### src/rtl/audio_tone_gen.sv
// ---------------------------------------------------------------------------
// audio_tone_gen
//   Square-wave tone synthesiser with a linear volume envelope and a 1-bit
//   PWM output intended to feed an external RC filter.
//
//   A prescaler produces a tick every PRESCALE clocks. The square wave's
//   half-period is (16 - note) * HP_STEP ticks. Note changes take effect only
//   at a square edge, so the waveform never glitches. The envelope level
//   steps by one every ENV_DIV ticks: toward audioVol while playing, and down
//   to zero on release.
//
// Ports
//   clk          system clock
//   reset        asynchronous, active-high reset
//   audioVol     target volume 0..31
//   audioSel     note index, 0 = rest, 1..15 = tone
//   audioEn      play request (level-sensitive)
//   audio_pwm    PWM audio output (registered)
//   audio_busy   high whenever the generator is not idle
//   audio_level  current envelope level
// ---------------------------------------------------------------------------
module audio_tone_gen #(
   parameter int PRESCALE = 16,
   parameter int HP_STEP  = 8,
   parameter int ENV_DIV  = 64
) (
   input  logic       clk,
   input  logic       reset,
   input  logic [4:0] audioVol,
   input  logic [3:0] audioSel,
   input  logic       audioEn,
   output logic       audio_pwm,
   output logic       audio_busy,
   output logic [4:0] audio_level
);

   typedef enum logic [1:0] {
      S_IDLE    = 2'd0,
      S_PLAY    = 2'd1,
      S_RELEASE = 2'd2
   } state_t;

   localparam int PRE_W = (PRESCALE > 1) ? $clog2(PRESCALE) : 1;
   localparam int ENV_W = (ENV_DIV > 1) ? $clog2(ENV_DIV) : 1;
   localparam logic [PRE_W-1:0] PRE_LAST = PRE_W'(PRESCALE - 1);
   localparam logic [ENV_W-1:0] ENV_LAST = ENV_W'(ENV_DIV - 1);

   // Half-period in ticks for a note index, truncated to 16 bits.
   function automatic logic [15:0] half_of(input logic [3:0] sel);
      return 16'((32'd16 - 32'(sel)) * 32'(HP_STEP));
   endfunction

   state_t           state_q, state_d;
   logic [PRE_W-1:0] pre_q, pre_d;
   logic [ENV_W-1:0] env_q, env_d;
   logic [15:0]      phase_q, phase_d;
   logic [3:0]       sel_q, sel_d;
   logic             square_q, square_d;
   logic [4:0]       level_q, level_d;
   logic             entry_q, entry_d;
   logic [4:0]       frame_q, frame_d;
   logic [4:0]       duty_q, duty_d;
   logic             pwm_q, pwm_d;

   logic        tick;
   logic        env_wrap;
   logic        edge_hit;
   logic        req;
   logic [15:0] half;

   always_ff @(posedge clk or posedge reset) begin
      if (reset) begin
         state_q  <= S_IDLE;
         pre_q    <= '0;
         env_q    <= '0;
         phase_q  <= '0;
         sel_q    <= '0;
         square_q <= 1'b0;
         level_q  <= '0;
         entry_q  <= 1'b0;
         frame_q  <= '0;
         duty_q   <= '0;
         pwm_q    <= 1'b0;
      end else begin
         state_q  <= state_d;
         pre_q    <= pre_d;
         env_q    <= env_d;
         phase_q  <= phase_d;
         sel_q    <= sel_d;
         square_q <= square_d;
         level_q  <= level_d;
         entry_q  <= entry_d;
         frame_q  <= frame_d;
         duty_q   <= duty_d;
         pwm_q    <= pwm_d;
      end
   end

   always_comb begin
      tick     = (pre_q == PRE_LAST);
      pre_d    = tick ? '0 : pre_q + PRE_W'(1);
      req      = audioEn & (audioSel != 4'd0);
      half     = half_of(sel_q);
      env_wrap = tick & (env_q == ENV_LAST);
      edge_hit = tick & (phase_q == half - 16'd1);

      // PWM: duty is captured on the last slot of a frame so a level change
      // never alters a frame already in progress.
      frame_d = frame_q + 5'd1;
      duty_d  = (frame_q == 5'd31) ? level_q : duty_q;
      pwm_d   = square_q & (frame_q < duty_q);

      state_d  = state_q;
      env_d    = env_q;
      phase_d  = phase_q;
      sel_d    = sel_q;
      square_d = square_q;
      level_d  = level_q;
      entry_d  = 1'b0;

      // Oscillator and envelope timebase run identically in PLAY and RELEASE.
      if (state_q != S_IDLE) begin
         if (tick) begin
            env_d = env_wrap ? '0 : env_q + ENV_W'(1);
         end
         if (edge_hit) begin
            phase_d  = '0;
            square_d = ~square_q;
         end else if (tick) begin
            phase_d = phase_q + 16'd1;
         end
      end

      case (state_q)
         S_IDLE: begin
            env_d    = '0;
            phase_d  = '0;
            square_d = 1'b0;
            level_d  = '0;
            if (req) begin
               state_d  = S_PLAY;
               sel_d    = audioSel;
               square_d = 1'b1;
            end
         end
         S_PLAY: begin
            // New notes are only adopted at a square edge.
            if (edge_hit && (audioSel != 4'd0)) begin
               sel_d = audioSel;
            end
            if (env_wrap) begin
               if (level_q < audioVol) begin
                  level_d = level_q + 5'd1;
               end else if (level_q > audioVol) begin
                  level_d = level_q - 5'd1;
               end
            end
            if (!req) begin
               state_d = S_RELEASE;
               entry_d = 1'b1;
            end
         end
         S_RELEASE: begin
            // Going idle takes priority over a re-trigger in the same cycle.
            if ((level_q == 5'd0) && (env_wrap || entry_q)) begin
               state_d  = S_IDLE;
               square_d = 1'b0;
               phase_d  = '0;
               env_d    = '0;
            end else begin
               if (env_wrap) begin
                  level_d = level_q - 5'd1;
               end
               if (req) begin
                  state_d = S_PLAY;
               end
            end
         end
         default: begin
            state_d = S_IDLE;
         end
      endcase
   end

   assign audio_pwm   = pwm_q;
   assign audio_busy  = (state_q != S_IDLE);
   assign audio_level = level_q;

endmodule

### config.mk
export PLATFORM = sky130hd
export DESIGN_NAME = audio_tone_gen
export DESIGN_NICKNAME = d
export VERILOG_FILES = /design/src/rtl/audio_tone_gen.sv
export SDC_FILE = /design/constraint.sdc
export NUM_CORES = 1
export LEC_CHECK = 0
export ABC_AREA = 0
export CORE_ASPECT_RATIO = 0.5
export CORE_MARGIN = 4
export CORE_UTILIZATION = 59
export DETAILED_ROUTE_END_ITERATION = 8
export HOLD_SLACK_MARGIN = 0.1
export PLACE_DENSITY = 0.81
export SETUP_SLACK_MARGIN = 0.5
export SLEW_MARGIN = 30
export SYNTH_ARGS = -nofsm -noshare
export SYNTH_HDL_FRONTEND = slang
export SYNTH_SLANG_ARGS = --single-unit
### constraint.sdc
create_clock -name clk -period 3.09 [get_ports clk]
set_clock_uncertainty 0.2 [all_clocks]
set_input_delay 0.309 -clock clk [delete_from_list [all_inputs] [get_ports clk]]
set_output_delay 0.309 -clock clk [all_outputs]
set_load 0.02 [all_outputs]
==> flow_summary.yaml, run 1 <==
outcome:
  status: "finished clean"
worst_setup_path:
  cp-endpoint: "sel_q[1]$_DFFE_PP0P_"
  arrival_ns: 2.63
  crit_type: "flip-flop to flip-flop"
  reg2regPathDepth: 9
  setup.worst_path.end_class: "flip-flop"
  crit_path_start_kind: "flip-flop"
  slowest_stage: "or3_4"
  r2r-end: "sel_q[1]$_DFFE_PP0P_"
  slowest_delay_ns: 0.42
  reg2reg_from: "sel_q[0]$_DFFE_PP0P_"
  startpoint: "sel_q[0]$_DFFE_PP0P_"
  reg2reg_slack_ns: 0.46
  crit_path_cell_trace: "inv_2, ha_1, nand2b_1, a211o_1, o2bb2ai_1, a32oi_1, or3_4, a21o_1, a22o_1"
  crit_required_ns: 3.09
  crit_fanout: 4
route:
  drt_iter0_markers: 154
  ant_nets: 0
  vias: 2395
  viasPerCell: 5.72
  routed_wl_um: 6200
  first_pass_iters: 5
  wl_per_cell_um: 14.8
  drc: 0
timing:
  setup_viol: 0
  rsz0062_at_grt: "true"
  max-slew-margin-rel_pct: 59.2
  hold_viol: 0
  slew_viol_final: 0
  tns_ns: 0
  worst_pin_slew_ns: 0.612
  fin_crit_ns: 2.63
  max_freq_mhz: 381
  min_period_over_period_pct: 85.0
finish:
  drive_gt1_share_pct: 8.60
  multiInputGateArea_mm2: 0.00167
  layout_commonest_cell: "dfrtp_1"
  finalNetCount: 384
  nFillCells: 364
  seqCellArea_mm2: 0.00125
  most-common-layout-cells: "dfrtp_1 (49), nand2_1 (30), nor2_1 (29), ha_1 (23), o21ai_0 (22)"
  diodes: 0
  area.growth.synth_to_final_pct: 14.0
cts:
  clk_latency_ns: 0.31
  cts-root-buf: "clkbuf_8"
  clk_path_buf_depth: 2
  h-tree-depth: 2
  cts.sinks: 50
  numCtsBuffers: 5
  cts_tree: "done"
  clkTransAtPathRegs_ns: 0.10
synthesis:
  ys.flop_type: "dfrtp_1"
  synth-edff-count: 0
  netlist_area_mm2: 0.00301
  yosysWarningCount: 0
  ys_types: 49
  synth_top_area_cell: "dfrtp_1"
  ys_seq_area_share_pct: 41.6
  ys_async_sr_fraction_pct: 100
  ys_top_cells_by_area: "dfrtp_1 (42%), ha_1 (10%), xor2_1 (5.2%), o21ai_0 (3.8%), nand2_1 (3.7%)"
  syn-num-nets: 362
  synth_top_area_share_pct: 41.6
  avgSynthCellArea_um2: 9.23
  ys_ff_latch: 50
  synthCells: 326
placed_design:
  gp_congestion: 0.822
  io_buffer_count: 18
  dp_hpwl_um: 4380
floorplanning:
  start_util_pct: 61.0
  die_h_um: 58.5
  design.die.area_mm2: 0.00638
  coreArea_mm2: 0.00493
  die_w_um: 109
  rows: 18
  io_pins: 19
power:
  p_comb_share_pct: 46.1
  switching_share_pct: 39.8
  total_power_w: 0.00250
  p_leak_nw: 1.54
  sequentialPowerShare_pct: 34.8
  power.density_mw_per_mm2: 728
  ir_drop_uv: 387
  power.internal_w: 0.00150
  p_switching_w: 0.000995
  clockPowerShare_pct: 19.1
grt:
  track_usage_pct: 20.9
  grt_max_degree: 51
  antenna_found_initial: 0
  grt_pass1_vias: 2282
  grt.overflow.total: 0
  grt_first_pass_wirelength_um: 10600
run:
  max_cap_violations: 0
hold_path:
  hold_class: "input pin to async pin"
==> layout make-up <==
class	count	area share [%]
Timing Repair Buffer	24	6.56
Multi-Input combinational cell	245	48.6
Clock buffer	5	2.01
Tap cell	70	2.55
Inverter	22	2.48
Clock inverter	3	1.31
Sequential cell	50	36.5
==> cells in the mapped netlist, types with 2 or more instances <==
master	instances
ha_1	24
nand4_1	7
nor4_1	2
nor3_1	8
a21oi_1	15
nor2_1	30
nand2b_1	6
nand3_1	14
mux2i_1	4
inv_1	22
and2_1	2
clkbuf_1	7
o21a_1	3
xnor2_1	11
nand2_1	30
a31oi_1	2
or3_1	3
xor2_1	18
mux2_2	4
o21ai_0	23
and4_1	2
dfrtp_1	50
a22o_1	4
and3_1	5
buf_2	2
nor2b_1	3
a21o_1	3
==> flip-flops by register name, summed over array words and instances (netlist names) <==
signal	cells
phase_q	16
env_q	6
audio_level	5
duty_q	5
frame_q	5
pre_q	4
sel_q	4
state_q	2
audio_pwm	1
entry_q	1
square_q	1
==> stage by stage <==
step	util, %	cell area, um2	setup slack [ns]	hold slack [ns]	instances
final	69.6	3430	0.463	0.220	419
after global routing	69.6	3430	0.333	0.257	419
after CTS	69.2	3410	0.485	0.246	417
after detailed placement	66.1	3260	0.211	0.277	407
after global placement	66.0	3260	0.356	0.255	407
after floorplan	-	3010	0.507	0.238	326
==> per-layer routing <==
layer	share of wire (%)	vias to the layer above	track usage [%]
met5	0	-	0
met1	46	1150	27.7
met3	4.6	11	5.37
li1	-	1173	-
met4	1.1	0	5.40
met2	48	61	34.8
==> how the worst min path moves through the flow <==
stage | endpoint | slack [ns] | cells after the start
4_1_cts | frame_q[0]$_DFF_PP0_ | 0.25 | 2
2_1_floorplan | frame_q[0]$_DFF_PP0_ | 0.24 | 1
3_3_place_gp | frame_q[0]$_DFF_PP0_ | 0.25 | 1
5_1_grt | frame_q[0]$_DFF_PP0_ | 0.26 | 2
6_report | frame_q[0]$_DFF_PP0_ | 0.22 | 2
3_5_place_dp | frame_q[0]$_DFF_PP0_ | 0.28 | 1
==> worst max-delay path: cells and delay by family, from the launching register on <==
kind | cells | cell delay (ns)
and+or+nand+nor | 2 | 0.52
DFF | 1 | 0.41
buffers and inverters | 1 | 0.10
adders and majority gates | 1 | 0.24
AOI/OAI and AO/OA | 5 | 1.05
==> cell families (layout without fill, tap and decap cells) <==
group / Yosys count / after routing / share of synthesized area (%)
mux: 8 / 8 / 2.83
simple gates: 120 / 120 / 19.8
flops: 50 / 50 / 41.6
fa+ha+maj: 24 / 24 / 9.98
buf+inv: 31 / 54 / 3.95
xor+xnor: 29 / 29 / 8.44
compound gates: 64 / 64 / 13.4
==> what timing repair did <==
item                       in CTS  in global routing
hold buffers                    0                  0
setup endpoints to repair      19                 24
buffers inserted                2                  2
resized for setup               7                  3
pin swaps                       1                  2
==> power groups by stage <==
stage | logic, W | registers [W] | clock network [W]
5_1_grt | 0.00127 | 0.000883 | 0.000525
6_report | 0.00115 | 0.000868 | 0.000477
3_3_place_gp | 0.000997 | 0.000875 | 0
2_1_floorplan | 0.000804 | 0.000865 | 0
4_1_cts | 0.00113 | 0.000864 | 0.000487
3_5_place_dp | 0.00104 | 0.000884 | 0
Power figures use the tool's default switching activity.
==> inputs of run 2 (changes only) <==
==> constraint.sdc (replaced) <==
create_clock -name clk -period 3.09 [get_ports clk]
set_clock_uncertainty 0.2 [all_clocks]
set_input_delay 0.618 -clock clk [delete_from_list [all_inputs] [get_ports clk]]
set_output_delay 0.618 -clock clk [all_outputs]
set_load 0.02 [all_outputs]
==> run 2 against run 1 <==
Cell count rose by 1.9%. Clock power fell by 17%. Critical path depth did not move. Register-to-register slack got worse by 0.02 ns. Flip-flop and latch count did not move. Hold slack improved by 0.054 ns. Clock-buffer cell count did not move. Critical path type unchanged.
==> flow_summary.yaml, run 2 (synthesis results as in run 1) <==
outcome:
  status: "finished clean"
worst_setup_path:
  arrival_ns: 2.64
  crit_required_ns: 3.09
  crit_type: "flip-flop to flip-flop"
  crit_path_start_kind: "flip-flop"
  crit_fanout: 4
  setup.worst_path.end_class: "flip-flop"
route:
  first_pass_iters: 4
  ant_nets: 0
  wl_per_cell_um: 14.9
  routed_wl_um: 6370
  drc: 0
  vias: 2388
  drt_iter0_markers: 88
  viasPerCell: 5.59
cts:
  cts_tree: "done"
  cts.sinks: 50
  h-tree-depth: 2
  clkTransAtPathRegs_ns: 0.10
  clk_latency_ns: 0.31
  cts-root-buf: "clkbuf_8"
  numCtsBuffers: 5
  clk_path_buf_depth: 2
  hold_buffers: 0
timing:
  max-slew-margin-rel_pct: 63.8
  worst_pin_slew_ns: 0.542
  max_freq_mhz: 378
  rsz0062_at_grt: "true"
  setup_viol: 0
  hold_viol: 0
  min_period_over_period_pct: 85.6
  fin_crit_ns: 2.64
  slew_viol_final: 0
  tns_ns: 0
  holdWs_ns: 0.274
finish:
  largest-register: "phase_q"
  nFillCells: 339
  layout_commonest_cell: "dfrtp_1"
  drive_gt1_share_pct: 16.5
  largest_register_ffs: 16
  top_regs: "phase_q (16), env_q (6)"
  most-common-layout-cells: "dfrtp_1 (48), nand2_1 (30), nor2_1 (24), o21ai_0 (20), ha_1 (20)"
  finalNetCount: 392
  area.growth.synth_to_final_pct: 19.5
  fin_area_mm2: 0.00360
  diodes: 0
power:
  p_leak_nw: 1.59
  ir_drop_uv: 337
  power.density_mw_per_mm2: 720
run:
  max_cap_violations: 0
floorplanning:
  die_w_um: 109
  start_util_pct: 61.0
  die_h_um: 58.5
  rows: 18
  design.die.area_mm2: 0.00638
  coreArea_mm2: 0.00493
  io_pins: 19
hold_path:
  hold_class: "flip-flop to flip-flop"
placed_design:
  placed_cell_area_mm2: 0.00328
  dp_hpwl_um: 4420
  gp_congestion: 0.922
  io_buffer_count: 18
grt:
  grt.overflow.total: 0
  grt_max_degree: 23
  track_usage_pct: 21.0
  antenna_found_initial: 0
  grt_pass1_vias: 2327
  grt_first_pass_wirelength_um: 10500
-- run 2: cell types whose count changed in the layout (fill, tap and decap cells not counted), sizes merged --
cell           before  now
clkinv              0    1
bufinv              1    0
buf                 6   14
dlygate4sd2         0    1
inv                22   23
clkinvlp            2    1
clkdlybuf4s50      18   17
-- run 2: final cells by class --
cell class                      instances  area (um2)  share of cell area [%]
Multi-Input combinational cell        245        1780                    49.6
Inverter                               22        82.6                    2.30
Timing Repair Buffer                   32         295                    8.21
Clock buffer                            5        68.8                    1.91
Sequential cell                        50        1250                    34.9
Clock inverter                          3        25.0                   0.696
Tap cell                               70        87.6                    2.43
-- run 2: critical path, stage by stage (launching register included) --
cell	delay, ns
dfrtp_2	0.44
inv_2	0.09
ha_4	0.21
xnor2_2	0.16
mux2i_1	0.19
nand4_1	0.11
a311o_1	0.32
or3_4	0.36
a21o_1	0.23
a22o_1	0.24
-- run 2: final timing paths --
kind,startpoint,end,slack (ns),cells past startpoint
max,sel_q[0]$_DFFE_PP0P_,sel_q[2]$_DFFE_PP0P_,0.45,9
min,frame_q[0]$_DFF_PP0_,frame_q[0]$_DFF_PP0_,0.27,1
max reg2reg,sel_q[0]$_DFFE_PP0P_,sel_q[2]$_DFFE_PP0P_,0.45,9
min reg2reg,frame_q[0]$_DFF_PP0_,frame_q[0]$_DFF_PP0_,0.27,1
max in group asynchronous,reset,phase_q[6]$_DFF_PP0_,1.75,3
min in group asynchronous,reset,env_q[1]$_DFF_PP0_,0.37,2
-- run 2: repair_timing --
action	in CTS	in global routing
gates resized for setup	12	32
cloned	0	1
pin swaps	2	10
setup endpoints to repair	26	24
setup buffers	3	5
-- run 2: power by group --
part,total (W),switching [W],internal (W)
Clock,0.000394,0.000230,0.000164
Sequential,0.000877,0.000121,0.000756
Combinational,0.00132,0.000719,0.000598
Total,0.00259,0.00107,0.00152
-- run 2: metrics by stage --
step                utilization (%)  instances  setup slack, ns  total power [W]
CTS                            69.5        421            0.461          0.00242
floorplan                         -        326            0.507          0.00167
detailed placement             66.5        410           0.0142          0.00194
global placement               66.5        410            0.112          0.00188
global route                   72.9        427            0.331          0.00278
finish                         72.9        427            0.446          0.00259
-- run 2: routing by layer --
layer	routed length (um)	GRT usage [%]	up-vias	part of all wire, %
li1	-	-	1197	-
met1	3000	27.2	1151	47
met2	3130	36.0	34	49
met4	63	6.47	0	0.99
met3	177	4.38	6	2.8
met5	0	0	-	0
